--- src/rtl/sound_sequencer_if.sv ---
// ---------------------------------------------------------------------------
// sound_sequencer_if
//
// Purpose
//   Bundles the game-side request signals and the DAC-side output signals of
//   the sound sequencer into one interface. The game logic (or a testbench)
//   uses the master modport; the sequencer itself uses the slave modport.
//
// Parameters
//   NUM_EV   number of event channels (channel 0 = highest priority)
//   DAC_W    width of the sawtooth sample sent to the DAC/PWM stage
//   PER_W    width of one channel's oscillator period field
//   DUR_W    width of one channel's tone duration field
//
// Signals
//   enable_i     master -> slave  0 = mute: nothing launches, tone aborts
//   event_i      master -> slave  level event inputs, rising edge = request
//   period_i     master -> slave  channel k period at [k*PER_W +: PER_W]
//   dur_i        master -> slave  channel k duration at [k*DUR_W +: DUR_W]
//   dacCount     slave -> master  sawtooth sample
//   playing_o    slave -> master  high while a tone is sounding
//   active_id_o  slave -> master  channel currently / last played
//   pending_o    slave -> master  queued request flags
// ---------------------------------------------------------------------------
interface sound_sequencer_if #(
   parameter int NUM_EV = 4,
   parameter int DAC_W  = 8,
   parameter int PER_W  = 12,
   parameter int DUR_W  = 16
);

   // A single channel still needs a one-bit id field.
   localparam int ID_W = (NUM_EV > 1) ? $clog2(NUM_EV) : 1;

   logic                      enable_i;
   logic [NUM_EV-1:0]         event_i;
   logic [NUM_EV*PER_W-1:0]   period_i;
   logic [NUM_EV*DUR_W-1:0]   dur_i;

   logic [DAC_W-1:0]          dacCount;
   logic                      playing_o;
   logic [ID_W-1:0]           active_id_o;
   logic [NUM_EV-1:0]         pending_o;

   modport master (
      output enable_i,
      output event_i,
      output period_i,
      output dur_i,
      input  dacCount,
      input  playing_o,
      input  active_id_o,
      input  pending_o
   );

   modport slave (
      input  enable_i,
      input  event_i,
      input  period_i,
      input  dur_i,
      output dacCount,
      output playing_o,
      output active_id_o,
      output pending_o
   );

endinterface : sound_sequencer_if

--- src/rtl/sound_sequencer.sv ---
// ---------------------------------------------------------------------------
// sound_sequencer
//
// Purpose
//   Multi-channel tone sequencer placed between game logic and the DAC/PWM
//   output stage. Every rising edge on an event input queues a request for
//   that channel. Requests are served one at a time in fixed priority order
//   (channel 0 first). Each served request plays a sawtooth tone with the
//   channel's own period and duration, followed by a fixed silent gap.
//
// Parameters
//   NUM_EV   number of event channels (channel 0 = highest priority)
//   DAC_W    width of dacCount
//   PER_W    width of a channel period (clk cycles per DAC step)
//   DUR_W    width of a channel duration (clk cycles)
//   GAP_CYC  silent cycles after every completed tone (>= 1)
//
// Ports
//   clk    system clock
//   nRst   synchronous reset, active HIGH despite the name (1 = reset)
//   bus    sound_sequencer_if.slave: enable_i, event_i, period_i, dur_i in;
//          dacCount, playing_o, active_id_o, pending_o out
//
// Build option
//   SOUND_PREEMPT_EN  when defined, a pending request from a higher-priority
//                     channel cuts the current tone short and starts at once
//                     (no gap). When undefined, every tone runs to its end
//                     and is followed by the gap.
// ---------------------------------------------------------------------------
module sound_sequencer #(
   parameter int NUM_EV  = 4,
   parameter int DAC_W   = 8,
   parameter int PER_W   = 12,
   parameter int DUR_W   = 16,
   parameter int GAP_CYC = 64
) (
   input  logic             clk,
   input  logic             nRst,
   sound_sequencer_if.slave bus
);

   localparam int ID_W  = (NUM_EV > 1)  ? $clog2(NUM_EV)  : 1;
   localparam int GAP_W = (GAP_CYC > 1) ? $clog2(GAP_CYC) : 1;

   typedef enum logic [1:0] {
      S_IDLE,
      S_PLAY,
      S_GAP
   } state_t;

   // ------------------------------------------------------------------------
   // State registers
   // ------------------------------------------------------------------------
   state_t             state_q,     state_d;
   logic [NUM_EV-1:0]  event_q;
   logic [NUM_EV-1:0]  pending_q,   pending_d;
   logic [PER_W-1:0]   period_q,    period_d;
   logic [DUR_W-1:0]   dur_cnt_q,   dur_cnt_d;
   logic [PER_W-1:0]   osc_cnt_q,   osc_cnt_d;
   logic [DAC_W-1:0]   dac_q,       dac_d;
   logic [ID_W-1:0]    active_id_q, active_id_d;
   logic [GAP_W-1:0]   gap_cnt_q,   gap_cnt_d;

   // ------------------------------------------------------------------------
   // Request selection
   // ------------------------------------------------------------------------
   logic [NUM_EV-1:0]  rise;
   logic               any_pending;
   logic [ID_W-1:0]    sel_idx;
   logic [PER_W-1:0]   sel_period;
   logic [DUR_W-1:0]   sel_dur;
   logic               sel_valid;
   logic               preempt_req;
   logic               take_req;
   logic [NUM_EV-1:0]  clr_mask;

   assign rise        = bus.event_i & ~event_q;
   assign any_pending = |pending_q;

   // Lowest set pending index wins. Scanning downwards lets the last hit
   // (the lowest index) overwrite any higher one.
   always_comb begin
      sel_idx = '0;
      for (int k = NUM_EV - 1; k >= 0; k--) begin
         if (pending_q[k]) begin
            sel_idx = ID_W'(k);
         end
      end
   end

   // Period and duration are only looked at here, i.e. at launch time; the
   // running tone works from its own latched copies.
   assign sel_period = bus.period_i[int'(sel_idx)*PER_W +: PER_W];
   assign sel_dur    = bus.dur_i[int'(sel_idx)*DUR_W +: DUR_W];
   assign sel_valid  = (sel_period != '0) && (sel_dur != '0);

`ifdef SOUND_PREEMPT_EN
   // Only a strictly higher-priority channel may cut in; an equal or lower
   // one waits for the tone and gap to finish.
   assign preempt_req = any_pending && (sel_idx < active_id_q);
`else
   assign preempt_req = 1'b0;
`endif

   // ------------------------------------------------------------------------
   // Next-state and datapath logic
   // ------------------------------------------------------------------------
   always_comb begin
      // NOTE: every variable gets a default before the case statement, so no
      // path through this block can leave one unassigned and infer a latch.
      state_d     = state_q;
      period_d    = period_q;
      dur_cnt_d   = dur_cnt_q;
      osc_cnt_d   = osc_cnt_q;
      dac_d       = dac_q;
      active_id_d = active_id_q;
      gap_cnt_d   = gap_cnt_q;
      take_req    = 1'b0;
      clr_mask    = '0;

      unique case (state_q)
         S_IDLE: begin
            dac_d = '0;
            if (bus.enable_i && any_pending) begin
               take_req = 1'b1;
            end
         end

         S_PLAY: begin
            if (!bus.enable_i) begin
               // Muting drops the tone; queued requests are left untouched.
               state_d = S_IDLE;
               dac_d   = '0;
            end else if (preempt_req) begin
               take_req = 1'b1;
            end else begin
               // The step to the next DAC level happens on the wrap cycle,
               // so level n is held for exactly 'period' cycles.
               if (osc_cnt_q == period_q - PER_W'(1)) begin
                  osc_cnt_d = '0;
                  dac_d     = dac_q + DAC_W'(1);
               end else begin
                  osc_cnt_d = osc_cnt_q + PER_W'(1);
               end
               dur_cnt_d = dur_cnt_q - DUR_W'(1);
               // dur_cnt was loaded with dur, so reaching 1 here means this
               // is the last of exactly dur cycles in PLAY.
               if (dur_cnt_q == DUR_W'(1)) begin
                  state_d   = S_GAP;
                  dac_d     = '0;
                  gap_cnt_d = '0;
               end
            end
         end

         S_GAP: begin
            dac_d = '0;
            if (!bus.enable_i || (gap_cnt_q == GAP_W'(GAP_CYC - 1))) begin
               state_d = S_IDLE;
            end else begin
               gap_cnt_d = gap_cnt_q + GAP_W'(1);
            end
         end

         default: begin
            state_d = S_IDLE;
            dac_d   = '0;
         end
      endcase

      // Launching is identical from IDLE and from a preempted PLAY. A
      // request with a zero period or duration is consumed but never played.
      if (take_req) begin
         clr_mask[sel_idx] = 1'b1;
         dac_d             = '0;
         if (sel_valid) begin
            state_d     = S_PLAY;
            period_d    = sel_period;
            dur_cnt_d   = sel_dur;
            osc_cnt_d   = '0;
            active_id_d = sel_idx;
         end else begin
            state_d = S_IDLE;
         end
      end
   end

   // A new rise is OR-ed in after the clear, so a request arriving in the
   // same cycle its channel is launched is kept for a later replay.
   assign pending_d = (pending_q & ~clr_mask) | rise;

   // ------------------------------------------------------------------------
   // Registers
   // ------------------------------------------------------------------------
   // NOTE: sequential state uses non-blocking assignments only, so every
   // register samples the pre-edge values regardless of statement order.
   always_ff @(posedge clk) begin
      if (nRst) begin
         state_q     <= S_IDLE;
         event_q     <= '0;
         pending_q   <= '0;
         period_q    <= '0;
         dur_cnt_q   <= '0;
         osc_cnt_q   <= '0;
         dac_q       <= '0;
         active_id_q <= '0;
         gap_cnt_q   <= '0;
      end else begin
         state_q     <= state_d;
         event_q     <= bus.event_i;
         pending_q   <= pending_d;
         period_q    <= period_d;
         dur_cnt_q   <= dur_cnt_d;
         osc_cnt_q   <= osc_cnt_d;
         dac_q       <= dac_d;
         active_id_q <= active_id_d;
         gap_cnt_q   <= gap_cnt_d;
      end
   end

   // ------------------------------------------------------------------------
   // Outputs
   // ------------------------------------------------------------------------
   assign bus.dacCount    = dac_q;
   assign bus.playing_o   = (state_q == S_PLAY);
   assign bus.active_id_o = active_id_q;
   assign bus.pending_o   = pending_q;

endmodule : sound_sequencer

--- src/flat_wrapper.sv ---
// flat-port wrapper written by rule: the top's interface ports become plain ports
module sound_sequencer_flat 
#(
   parameter int NUM_EV  = 4,
   parameter int DAC_W   = 8,
   parameter int PER_W   = 12,
   parameter int DUR_W   = 16,
   parameter int GAP_CYC = 64
)
  (clk, nRst, bus_enable_i, bus_event_i, bus_period_i, bus_dur_i, bus_dacCount, bus_playing_o, bus_active_id_o, bus_pending_o);
  sound_sequencer_if #(.NUM_EV(NUM_EV), .DAC_W(DAC_W), .PER_W(PER_W), .DUR_W(DUR_W)) bus_i ();
  input  logic clk;
  input  logic nRst;
  input wire logic [$bits(bus_i.enable_i)-1:0] bus_enable_i;
  input wire logic [$bits(bus_i.event_i)-1:0] bus_event_i;
  input wire logic [$bits(bus_i.period_i)-1:0] bus_period_i;
  input wire logic [$bits(bus_i.dur_i)-1:0] bus_dur_i;
  output wire logic [$bits(bus_i.dacCount)-1:0] bus_dacCount;
  output wire logic [$bits(bus_i.playing_o)-1:0] bus_playing_o;
  output wire logic [$bits(bus_i.active_id_o)-1:0] bus_active_id_o;
  output wire logic [$bits(bus_i.pending_o)-1:0] bus_pending_o;
  assign bus_i.enable_i = bus_enable_i;
  assign bus_i.event_i = bus_event_i;
  assign bus_i.period_i = bus_period_i;
  assign bus_i.dur_i = bus_dur_i;
  assign bus_dacCount = bus_i.dacCount;
  assign bus_playing_o = bus_i.playing_o;
  assign bus_active_id_o = bus_i.active_id_o;
  assign bus_pending_o = bus_i.pending_o;
  sound_sequencer #(.NUM_EV(NUM_EV), .DAC_W(DAC_W), .PER_W(PER_W), .DUR_W(DUR_W), .GAP_CYC(GAP_CYC)) u_core (.clk(clk), .nRst(nRst), .bus(bus_i));
endmodule
--- config.mk ---
export PLATFORM = sky130hd
export DESIGN_NAME = sound_sequencer_flat
export DESIGN_NICKNAME = d
export VERILOG_FILES = /design/src/rtl/sound_sequencer_if.sv /design/src/rtl/sound_sequencer.sv /design/src/flat_wrapper.sv
export SDC_FILE = /design/constraint.sdc
export NUM_CORES = 1
export LEC_CHECK = 0
export ABC_AREA = 1
export CORE_ASPECT_RATIO = 0.5
export CORE_UTILIZATION = 54
export DETAILED_ROUTE_END_ITERATION = 6
export GPL_TIMING_DRIVEN = 1
export PLACE_DENSITY_LB_ADDON = 0.15
export SKIP_CTS_REPAIR_TIMING = 1
export SLEW_MARGIN = 20
export SYNTH_ARGS = -nofsm -noshare
export SYNTH_HDL_FRONTEND = slang
export SYNTH_SLANG_ARGS = --single-unit
export TNS_END_PERCENT = 100
--- constraint.sdc ---
create_clock -name clk -period 4.9 [get_ports clk]
set_input_delay 0.98 -clock clk [delete_from_list [all_inputs] [get_ports clk]]
set_output_delay 0.98 -clock clk [all_outputs]
set_load 0.03 [all_outputs]
; After elaboration in Yosys (flattened, before gate mapping)
; Index checks and enable logic that the tools add are counted.
[totals]
reg_bits = 66
inputBits = 119
out_inout_bits = 15
word_cells = 79
[op_classes]
n_addsub = 5
multipliers = 1
n_lt_le_gt_ge = 2
n_eq_ne = 11
shifts = 2
mux = 28
bitwise_logic = 7
n_reduce_logical = 14
[op_table]
columns = operator, n
row1 = $mux W16, 4
row2 = $shiftx A64 B7 Y16, 1
row3 = $mux W12, 5
row4 = $shiftx A48 B32 Y12, 1
row5 = $mux W6, 3
row6 = $eq A16 B1 Y1 const B, 1
row7 = $mux W2, 8
row8 = $reduce_bool A16 Y1, 1
row9 = $sub A16 B1 Y16 const B, 1
row10 = $add A12 B1 Y12 const B, 1
row11 = $eq A12 B12 Y1, 1
row12 = $pmux W6 S2, 1
row13 = $reduce_bool A12 Y1, 1
row14 = $sub A12 B1 Y12 const B, 1
row15 = $add A8 B1 Y8 const B, 1
row16 = $and A4 B4 Y4, 2
row17 = $not A4 Y4, 2
row18 = $add A6 B1 Y6 const B, 1
row19 = $eq A6 B6 Y1 const B, 1
row20 = $pmux W2 S3, 1
row21 = $reduce_or A5 Y1, 1
row22 = $mul A2 B2 Y4 const B, 1
row23 = $mux W1, 4
row24 = $mux W4, 1
row25 = other kinds (20), 25

; Depth between registers and ports, before layout
; Gate-level depths: netlist of the first run.
[depth]
word_depth = 12
mapped_depth = 17
mapped_depth_nobuf = 16

; Worst setup path before layout of the first run
; No wires, ideal clock.
[synth_path]
path_type = input-to-reg
start = in bus_enable_i
end = reg u_core.dur_cnt_q[14]
setup_ns = 0.132
t_arrival_ns = 2.101
required_time_ns = 4.768
path_slack_ns = 2.667
path_stages = 11
n_path_buf = 0
cell_sequence = nand2_2 nor2_1 nand2_1 nor2_1 nand2_1 nor2_1 nand3_1 xor2_1 inv_1 nand2_1 a21oi_1
[synth_via]
elab_chain_cells = 4
elab_cells_between_ends = 7
cone_classes = 6 x mux / 1 x reduce/logical
[synth_rtl]
columns = item, line
row1 = from (decl), flat_wrapper.sv:14  ; input wire logic [$bits(bus_i.enable_i)-1:0] bus_enable_i;
row2 = $mux W16 or $logic_and A1 B1 Y1 (tied branches), "sound_sequencer.sv:130, sound_sequencer.sv:124"
row3 = $mux W16 or $mux W1 (tied branches), "sound_sequencer.sv:121, sound_sequencer.sv:124"
row4 = $mux W16 or $mux W1 (tied branches), -
row5 = $mux W16 (*), sound_sequencer.sv:173  ; if (take_req) begin
row6 = to (signal assigned), sound_sequencer.sv:213  ; dur_cnt_q <= dur_cnt_d;
row7 = to (decl), sound_sequencer.sv:58  ; logic [DUR_W-1:0] dur_cnt_q, dur_cnt_d;
; Mark *: on every way between the ends. The rest lies on a longest branch, timed or not.
; A chain may end at the register's enable or synchronous reset.

; Worst setup path in the final report of the first run
[layout_path]
start = reg u_core.pending_q[2] (netlist: u_core.bus.pending_o[2])
end = reg u_core.osc_cnt_q[5]
[layout_via]
elab_chain_cells = 9
elab_cells_between_ends = 15
cone_classes = 1 x mul / 2 x shift / 7 x mux / 5 x reduce/logical
[layout_rtl]
columns = item, line
row1 = from (decl), sound_sequencer.sv:56  ; logic [NUM_EV-1:0] pending_q, pending_d;
row2 = from (signal assigned), sound_sequencer.sv:211  ; pending_q <= pending_d;
row3 = $mux W2 (3 in series), sound_sequencer.sv:85  ; if (pending_q[k]) begin
row4 = $mul A2 B2 Y4, sound_sequencer.sv:93  ; assign sel_period = bus.period_i[int'(sel_idx)*PER_W +: PER_W];
row5 = $shiftx A48 B32 Y12, sound_sequencer.sv:93
row6 = $reduce_bool A12 Y1, sound_sequencer.sv:95  ; assign sel_valid = (sel_period != '0) && (sel_dur != '0);
row7 = $logic_and A1 B1 Y1, sound_sequencer.sv:95
row8 = $mux W12, sound_sequencer.sv:176  ; if (sel_valid) begin
row9 = $mux W12 (*), sound_sequencer.sv:173
row10 = to (signal assigned), sound_sequencer.sv:214  ; osc_cnt_q <= osc_cnt_d;
row11 = to (decl), sound_sequencer.sv:59  ; logic [PER_W-1:0] osc_cnt_q, osc_cnt_d;
; Marks and branches as above.

==> out/metrics.yaml, run 1 <==
cts:
  htree_num_levels: 3
  clkTransAtPathRegs_ns: 0.06
  clock_path_buffers: 2
  clock_latency_ns: 0.33
  clock-root-buffer: "clkbuf_16"
  cts_tree: "done"
  clock_sinks: 66
  cts_buffers: 9
synth:
  synthTopCellsByCount: "nand2_1, inv_1, nor2_1, nand3_1, dfxtp_1"
  synth_edf_count: 0
  synth_seq_cells: 66
  yosysMostFrequentCell: "nand2_1"
  ys_types: 34
  synth_top_cell_area_share: 0.260
  synthesis.nets: 981
  yosys.area.top_type: "dfxtp_1"
  ys_warn_count: 0
  ys_seq_area_frac: 0.260
  avgSynthCellArea_um2: 5.94
  ys_top_cells_by_area: "dfxtp_1, nand2_1, nand3_1"
  async_flop_share: 0
  syn-cell-area_um2: 5090
  synth_cells: 856
  synth_ff_type: "dfxtp_1"
worst_setup_path:
  worstSetupStartpointType: "flip-flop"
  cpMostUsedCell: "nor2_1"
  critical_path.max_stage_delay_ns: 0.72
  crit_fanout: 34
  r2r_end: "u_core.osc_cnt_q[5]$_SDFF_PP0_"
  cp.arrival_ns: 4.14
  critPathLaunch: "u_core.bus.pending_o[2]$_SDFF_PP0_"
  crit_chain: "nor2_1, inv_1, nand2_2, nand3_1, nor2_1, nor2_1, nand2_1, nor2_1, nand3_2, nand3_2, nand3_2, nor2_1"
  worst_path_max_delay_cell: "dfxtp_1"
  critPathCapture: "u_core.osc_cnt_q[5]$_SDFF_PP0_"
  critPathTopFamily: "simple AND/OR/NAND/NOR gates"
  reg2reg_depth: 12
  cp_num_buf_inv: 1
  r2r-start: "u_core.bus.pending_o[2]$_SDFF_PP0_"
  cp-end-kind: "flip-flop"
  critPathRequiredTime_ns: 5.16
  reg2reg_slack_ns: 1.02
  worst-setup-path-type: "reg2reg"
  cp.depth: 12
route:
  routed_wl_um: 14800
  drt-vias-per-instance: 5.30
  routed-wl-met3_um: 1170
  drt-met1-wl_um: 6690
  drc: 2
  dr_wl_met2_um: 6600
  dr.max_layer_used: "met4"
  drt_iter0_markers: 349
  drtAntennaViolNets: 0
  firstDrtPassIters: 7
  avgRoutedWirePerCell_um: 13.6
  vias: 5761
hold_path:
  hold_class: "reg2reg"
sta:
  grt_setup_unrepaired: "no"
  fin_skew_ns: 0.00665
  fmax_mhz: 258
  setup_tns_ns: 0
  hold_violations: 0
  slew_viol_final: 0
  slew_headroom: 0.322
  setup_viol: 0
  worst_slack_ns: 1.02
  period_share: 0.792
  tightest_slew_ns: 1.02
  fin_crit_ns: 3.88
power:
  powerDensity_nw_per_um2: 292
  p_leak_uw: 0.00312
  irDropWorstVdd_v: 0.000173
  total_power_uw: 1940
global_routing:
  grt_usage: 0.303
  grt_max_degree: 57
  antenna_found_initial: 0
  grt_pass1_wl_um: 23900
  grt_overflow: 0
  grt_pass1_vias: 5172
place:
  dp_cells: 1073
  hpwl_um: 11500
  dp_slack_ns: 1.07
  numPortBuffers: 133
  gp_congestion: 0.965
finish:
  multi_input_area_um2: 3050
  n_antenna_cell: 0
  drive_gt1_frac: 0.0350
  syn2layout_area_growth_pct: 30.7
  nNetsFinal: 1092
  fillers: 752
  seqCellArea_um2: 1320
  stdcell_count: 1088
  postLayoutCoreUtil: 0.745
die:
  initial_core_util: 0.570
  die_h_um: 70.6
  die_w_um: 139
  fp-row-count: 24
  coreArea_um2: 8920
  ios: 134
  dieArea_um2: 9830
outcome:
  status: "finished, violations left"
  violations: "design-rule violations"
job:
  maxCapViolCount: 0
[layout make-up]
cell class                 instances  area share
timing repair buffer             137       0.205
sequential                        66       0.199
inverter                         135      0.0762
tap                              117      0.0220
multi-input combinational        618       0.459
clock inverter                     6     0.00527
clock buffer                       9      0.0339
[layer usage]
| metal | vias up | GRT usage |
|---|---|---|
| met3 | 34 | 0.0840 |
| li1 | 2931 | - |
| met5 | - | 0 |
| met4 | 0 | 0.0938 |
| met2 | 202 | 0.494 |
| met1 | 2594 | 0.393 |
[metrics by stage]
stage | hold slack [ns] | cell area [µm²]
after floorplan | 0.404 | 5090
final | 0.431 | 6650
after detailed placement | 0.429 | 6390
after CTS | 0.430 | 6650
after global placement | 0.418 | 6390
after global routing | 0.443 | 6650
[cells in the final DEF, fill, tap and decap left out, types with 2 or more instances in the layout]
| cell type | netlist | final |
|---|---|---|
| nand3_2 | 3 | 3 |
| ha_1 | 6 | 6 |
| nand2_2 | 4 | 4 |
| clkinvlp_4 | 0 | 2 |
| xor2_1 | 26 | 26 |
| clkdlybuf4s50_1 | 0 | 133 |
| nor2_1 | 133 | 133 |
| nand2_1 | 196 | 196 |
| and3_1 | 3 | 3 |
| nand4_1 | 43 | 43 |
| o22ai_1 | 3 | 3 |
| o21ai_0 | 8 | 8 |
| nand3_1 | 120 | 120 |
| clkbuf_16 | 0 | 9 |
| nor2_2 | 3 | 3 |
| clkinv_2 | 0 | 4 |
| a21oi_1 | 18 | 18 |
| nor4_1 | 4 | 4 |
| nand3b_1 | 10 | 10 |
| or2_2 | 3 | 3 |
| xnor2_1 | 19 | 19 |
| dfxtp_1 | 66 | 66 |
| buf_4 | 5 | 4 |
| inv_1 | 134 | 134 |
| nor3_1 | 8 | 8 |
[where the power goes]
group	leakage [µW]	internal [µW]	switching [µW]
clock network	0.000127	335	234
registers	0.000540	581	44.6
logic	0.00245	299	449
[cell families after synthesis]
group | after synthesis | synth area share
compound gates | 34 | 0.0364
xor+xnor | 46 | 0.0819
fa+ha+maj | 6 | 0.0148
buf+inv | 172 | 0.140
flops | 66 | 0.260
simple gates | 532 | 0.467
[state kept, by name, indices dropped and copies added (netlist names)]
name	count
u_core.bus.dacCount	8
u_core.event_q	4
u_core.osc_cnt_q	12
u_core.bus.pending_o	4
u_core.period_q	12
u_core.state_q	2
u_core.bus.active_id_o	2
u_core.dur_cnt_q	16
u_core.gap_cnt_q	6
[how the worst min path moves through the flow]
stage	from	cells after the start	end
floorplan	u_core.event_q[3]$_SDFF_PP0_	1	u_core.bus.pending_o[3]$_SDFF_PP0_
global route	u_core.event_q[3]$_SDFF_PP0_	1	u_core.bus.pending_o[3]$_SDFF_PP0_
finish	u_core.event_q[3]$_SDFF_PP0_	1	u_core.bus.pending_o[3]$_SDFF_PP0_
global placement	u_core.event_q[0]$_SDFF_PP0_	1	u_core.bus.pending_o[0]$_SDFF_PP0_
CTS	u_core.event_q[3]$_SDFF_PP0_	1	u_core.bus.pending_o[3]$_SDFF_PP0_
detailed placement	u_core.event_q[1]$_SDFF_PP0_	1	u_core.bus.pending_o[1]$_SDFF_PP0_
Power figures use the tool's default switching activity.
==> run 2, diff against run 1 <==
--- a/config.mk
+++ b/config.mk
@@ -7,7 +7,7 @@
 export LEC_CHECK = 0
 export ABC_AREA = 1
 export CORE_ASPECT_RATIO = 0.5
-export CORE_UTILIZATION = 54
+export CORE_UTILIZATION = 45
 export DETAILED_ROUTE_END_ITERATION = 6
 export GPL_TIMING_DRIVEN = 1
 export PLACE_DENSITY_LB_ADDON = 0.15
==> constraint.sdc (replaced) <==
create_clock -name clk -period 3.25 [get_ports clk]
set_input_delay 0.65 -clock clk [delete_from_list [all_inputs] [get_ports clk]]
set_output_delay 0.65 -clock clk [all_outputs]
set_load 0.03 [all_outputs]
==> run 2 against run 1 <==
  * Utilization fell by 13 points
  * Clock-buffer cell count rose by 2
  * Critical path type unchanged
  * First-iteration DRC count fell by 8.3%
  * Largest power group unchanged
  * Wire length fell by 1.6%
  * Flip-flop and latch count did not move
  * The run still ends with design-rule violations left
  * Worst setup slack got worse by 0.45 ns
==> out/metrics.yaml, run 2 (same netlist as run 1, synthesis figures left out) <==
outcome:
  status: "finished, violations left"
  violations: "design-rule violations"
route:
  drt-vias-per-instance: 4.92
  drc: 5
  firstDrtPassIters: 7
  avgRoutedWirePerCell_um: 12.9
  drtAntennaViolNets: 0
  drt_iter0_markers: 320
  vias: 5535
  routed_wl_um: 14600
worst_setup_path:
  worst-setup-path-type: "reg2reg"
  worstSetupStartpointType: "flip-flop"
  cp.arrival_ns: 2.95
  crit_fanout: 26
  cp-end-kind: "flip-flop"
  reg2reg_depth: 13
  critPathRequiredTime_ns: 3.52
sta:
  hold_violations: 0
  setup_tns_ns: 0
  tightest_slew_ns: 0.492
  grt_setup_unrepaired: "no"
  setup_viol: 0
  slew_headroom: 0.671
  period_share: 0.825
  worst_slack_ns: 0.570
  slew_viol_final: 0
  fin_skew_ns: 0.00729
  fin_crit_ns: 2.68
  fmax_mhz: 373
power:
  power_switching_uw: 1100
  p_int_uw: 2040
  irDropWorstVdd_v: 0.000289
  powerDensity_nw_per_um2: 460
  power_frac_comb: 0.368
  seqPwrFrac: 0.299
  swShare: 0.351
  clkPwrFrac: 0.333
  p_leak_uw: 0.00320
die:
  die_h_um: 77.2
  coreArea_um2: 11000
  fp-row-count: 27
  die_w_um: 152
  dieArea_um2: 11800
  initial_core_util: 0.462
  ios: 134
cts:
  cts_buffers: 9
  clock_latency_ns: 0.33
  clock_sinks: 66
  htree_num_levels: 3
  clock-root-buffer: "clkbuf_16"
  cts_tree: "done"
  clkTransAtPathRegs_ns: 0.06
  clock_path_buffers: 2
place:
  hpwl_um: 11300
  dp_slack_ns: 0.474
  numPortBuffers: 133
  dp_cells: 1110
  gp_congestion: 0.875
global_routing:
  grt_pass1_vias: 5082
  grt_overflow: 0
  grt_usage: 0.259
  antenna_found_initial: 0
  grt_max_degree: 57
  grt_pass1_wl_um: 24400
finish:
  stdcell_count: 1126
  syn2layout_area_growth_pct: 34.1
  postLayoutCoreUtil: 0.620
  fillers: 1079
  nNetsFinal: 1101
  drive_gt1_frac: 0.0438
  final_cell_mix: "nand2_1, inv_1, nor2_1, clkdlybuf4s50_1, nand3_1"
  seqCellArea_um2: 1320
  top_regs: "u_core.dur_cnt_q x16, u_core.osc_cnt_q x12, u_core.period_q x12"
  multi_input_area_um2: 3050
  final_common_cell: "nand2_1"
  regMostFlops: "u_core.dur_cnt_q"
  n_antenna_cell: 0
  largest_register_ff_count: 16
hold_path:
  holdPathStages: 1
  hold_class: "reg2reg"
job:
  maxCapViolCount: 0
run 2: cell count changes in the layout (fill, tap and decap cells not counted), sizes merged:
cell,delta
clkbuf,+2
clkinvlp,-1
buf,+9
clkinv,-2
bufinv,+2
run 2: per-layer routing:
layer	share of wire	up-vias	wire, µm	track usage
met5	0	-	0	0
met4	0.016	0	230	0.0745
met3	0.078	22	1140	0.0701
met2	0.42	172	6130	0.401
met1	0.48	2403	7060	0.350
li1	-	2938	-	-
run 2: layout make-up:
| type | instances | area share |
|---|---|---|
| well taps | 145 | 0.0266 |
| inverters | 135 | 0.0743 |
| repair buffers | 146 | 0.211 |
| multi-input cells | 618 | 0.447 |
| flip-flops and latches | 66 | 0.194 |
| clock buffers | 11 | 0.0356 |
| clock inverters | 5 | 0.0114 |
run 2: through the flow:
| step | power [µW] | hold slack (ns) | area, µm² |
|---|---|---|---|
| after detailed placement | 2090 | 0.417 | 6500 |
| after global placement | 2080 | 0.409 | 6500 |
| after CTS | 3150 | 0.427 | 6820 |
| after floorplan | 1730 | 0.404 | 5090 |
| after global routing | 3360 | 0.435 | 6820 |
| final | 3140 | 0.426 | 6820 |
run 2: worst paths after layout:
| check | from | slack, ns | endpoint |
|---|---|---|---|
| worst max register to register | u_core.bus.pending_o[0]$_SDFF_PP0_ | 0.57 | u_core.dur_cnt_q[6]$_SDFF_PP0_ |
| worst min register to register | u_core.event_q[3]$_SDFF_PP0_ | 0.43 | u_core.bus.pending_o[3]$_SDFF_PP0_ |
| worst min-delay path | u_core.event_q[3]$_SDFF_PP0_ | 0.43 | u_core.bus.pending_o[3]$_SDFF_PP0_ |
| worst max-delay path | u_core.bus.pending_o[0]$_SDFF_PP0_ | 0.57 | u_core.dur_cnt_q[6]$_SDFF_PP0_ |
run 2: power groups by stage:
stage,sequential (µW),combinational [µW],clock [µW]
after floorplan,954,776,0
after global placement,951,1130,0
after detailed placement,953,1140,0
after CTS,937,1150,1070
after global routing,947,1310,1110
final,938,1150,1050
run 2: worst max-delay path, stage by stage, from the launching register on:
cell and delay [ns]:
dfxtp_1 0.49, nor2_4 0.07, nand2_2 0.38, nand3_1 0.32
nor2_1 0.18, nor2_1 0.09, nand2_1 0.07, nor2_1 0.05
nand3_2 0.08, nand3_2 0.39, buf_12 0.32, nand2_1 0.06
inv_1 0.03, nor2_1 0.10
==> run 3, diff against run 2 <==
--- a/config.mk
+++ b/config.mk
@@ -7,7 +7,7 @@
 export LEC_CHECK = 0
 export ABC_AREA = 1
 export CORE_ASPECT_RATIO = 0.5
-export CORE_UTILIZATION = 45
+export CORE_UTILIZATION = 50
 export DETAILED_ROUTE_END_ITERATION = 6
 export GPL_TIMING_DRIVEN = 1
 export PLACE_DENSITY_LB_ADDON = 0.15
==> constraint.sdc (replaced) <==
create_clock -name clk -period 2.55 [get_ports clk]
set_input_delay 0.51 -clock clk [delete_from_list [all_inputs] [get_ports clk]]
set_output_delay 0.51 -clock clk [all_outputs]
set_load 0.03 [all_outputs]
==> run 3 against run 2 <==
  * The flow now finishes without violations
  * Worst hold slack better by 0.0066 ns
  * Design area is 1.3% higher
  * Sequential power is 28% higher
  * Clock skew is 0.0040 ns lower
  * Highest routed layer unchanged
  * Clock power is 21% higher
  * Critical path type unchanged
==> out/metrics.yaml, run 3 (same netlist as run 1, synthesis figures left out) <==
cts:
  cts_tree: "done"
  clock_latency_ns: 0.33
  cts_buffers: 9
  clock_path_buffers: 2
  clock-root-buffer: "clkbuf_16"
  clkTransAtPathRegs_ns: 0.05
  clock_sinks: 66
  htree_num_levels: 3
hold_path:
  hold_class: "reg2reg"
  min_from: "u_core.event_q[2]$_SDFF_PP0_"
finish:
  largest_register_ff_count: 16
  syn2layout_area_growth_pct: 35.9
  final_common_cell: "nand2_1"
  stdcell_count: 1123
  nNetsFinal: 1109
  drive_gt1_frac: 0.0547
  final_cell_mix: "nand2_1, inv_1, clkdlybuf4s50_1, nor2_1, nand3_1"
  regMostFlops: "u_core.dur_cnt_q"
  postLayoutCoreUtil: 0.715
  top_regs: "u_core.dur_cnt_q x16, u_core.osc_cnt_q x12, u_core.period_q x12"
  n_antenna_cell: 0
place:
  dp_cells: 1108
  numPortBuffers: 133
  gp_congestion: 0.898
  dp_slack_ns: 0.0456
  hpwl_um: 11800
route:
  drt_iter0_markers: 439
  drt-vias-per-instance: 5.00
  routed_wl_um: 15000
  drtAntennaViolNets: 0
  vias: 5617
  drc: 0
  firstDrtPassIters: 5
  avgRoutedWirePerCell_um: 13.4
worst_setup_path:
  worstSetupStartpointType: "flip-flop"
  critPathRequiredTime_ns: 2.82
  critical_path.max_stage_delay_ns: 0.36
  cp.arrival_ns: 2.63
  cp-end-kind: "flip-flop"
  r2r-start: "u_core.bus.pending_o[1]$_SDFF_PP0_"
  critPathLaunch: "u_core.bus.pending_o[1]$_SDFF_PP0_"
  worst_path_max_delay_cell: "dfxtp_1"
  crit_chain: "nor2_4, inv_1, nor2_2, nor2_2, buf_4, nand2_1, nand3_1, nor2_1, nand2_1, nor2_1, nand2_1, nand3_2, buf_12, nand3_4, nor2_1"
  crit_fanout: 34
  worst-setup-path-type: "reg2reg"
sta:
  fin_crit_ns: 2.36
  worst_slack_ns: 0.189
  period_share: 0.926
  setup_viol: 0
  tightest_slew_ns: 0.444
  slew_headroom: 0.701
  hold_violations: 0
  fin_skew_ns: 0.00326
  slew_viol_final: 0
  fmax_mhz: 424
die:
  die_w_um: 145
  initial_core_util: 0.526
  die_h_um: 73.3
  ios: 134
  fp-row-count: 25
  coreArea_um2: 9670
  dieArea_um2: 10600
power:
  powerDensity_nw_per_um2: 583
  total_power_uw: 4030
  irDropWorstVdd_v: 0.000361
  p_leak_uw: 0.00325
global_routing:
  grt_overflow: 0
  grt_pass1_wl_um: 24100
  grt_max_degree: 57
  antenna_found_initial: 0
  grt_usage: 0.295
  grt_pass1_vias: 5046
outcome:
  status: "completed"
job:
  maxCapViolCount: 0
-- run 3: layout make-up --
class | instances | area (µm²)
multi-input combinational | 618 | 3080
fill | 813 | 2760
timing repair buffer | 154 | 1530
sequential | 66 | 1320
inverter | 135 | 507
clock buffer | 13 | 270
tap | 135 | 169
clock inverter | 2 | 35.0
-- run 3: report_power, final --
group	internal, µW	total, µW	switching [µW]
sequential	1120	1200	78.1
combinational	643	1560	915
clock	829	1270	443
-- run 3: final timing paths --
check                                             to  slack [ns]  cells past startpoint
setup / recovery     u_core.osc_cnt_q[11]$_SDFF_PP0_        0.19                     15
hold / removal    u_core.bus.pending_o[2]$_SDFF_PP0_        0.43                      1
setup reg to reg     u_core.osc_cnt_q[11]$_SDFF_PP0_        0.19                     15
hold reg to reg   u_core.bus.pending_o[2]$_SDFF_PP0_        0.43                      1
-- run 3: layer usage --
layer | GRT usage | share of wire
met5 | 0 | 0
met4 | 0.0667 | 0.014
met3 | 0.0828 | 0.070
met2 | 0.481 | 0.45
met1 | 0.389 | 0.47
-- run 3: critical path: cells and delay by family (launching register included) --
family        cells  cell delay, ns
simple gates     12            1.44
buf+inv           3            0.49
flops             1            0.36
-- run 3: stage by stage --
| stage | instance area (µm²) | TNS (ns) | hold slack (ns) |
|---|---|---|---|
| floorplan | 5090 | 0 | 0.404 |
| global placement | 6580 | 0 | 0.412 |
| detailed placement | 6580 | 0 | 0.426 |
| CTS | 6880 | 0 | 0.431 |
| global route | 6910 | -0.00587 | 0.440 |
| finish | 6910 | 0 | 0.433 |
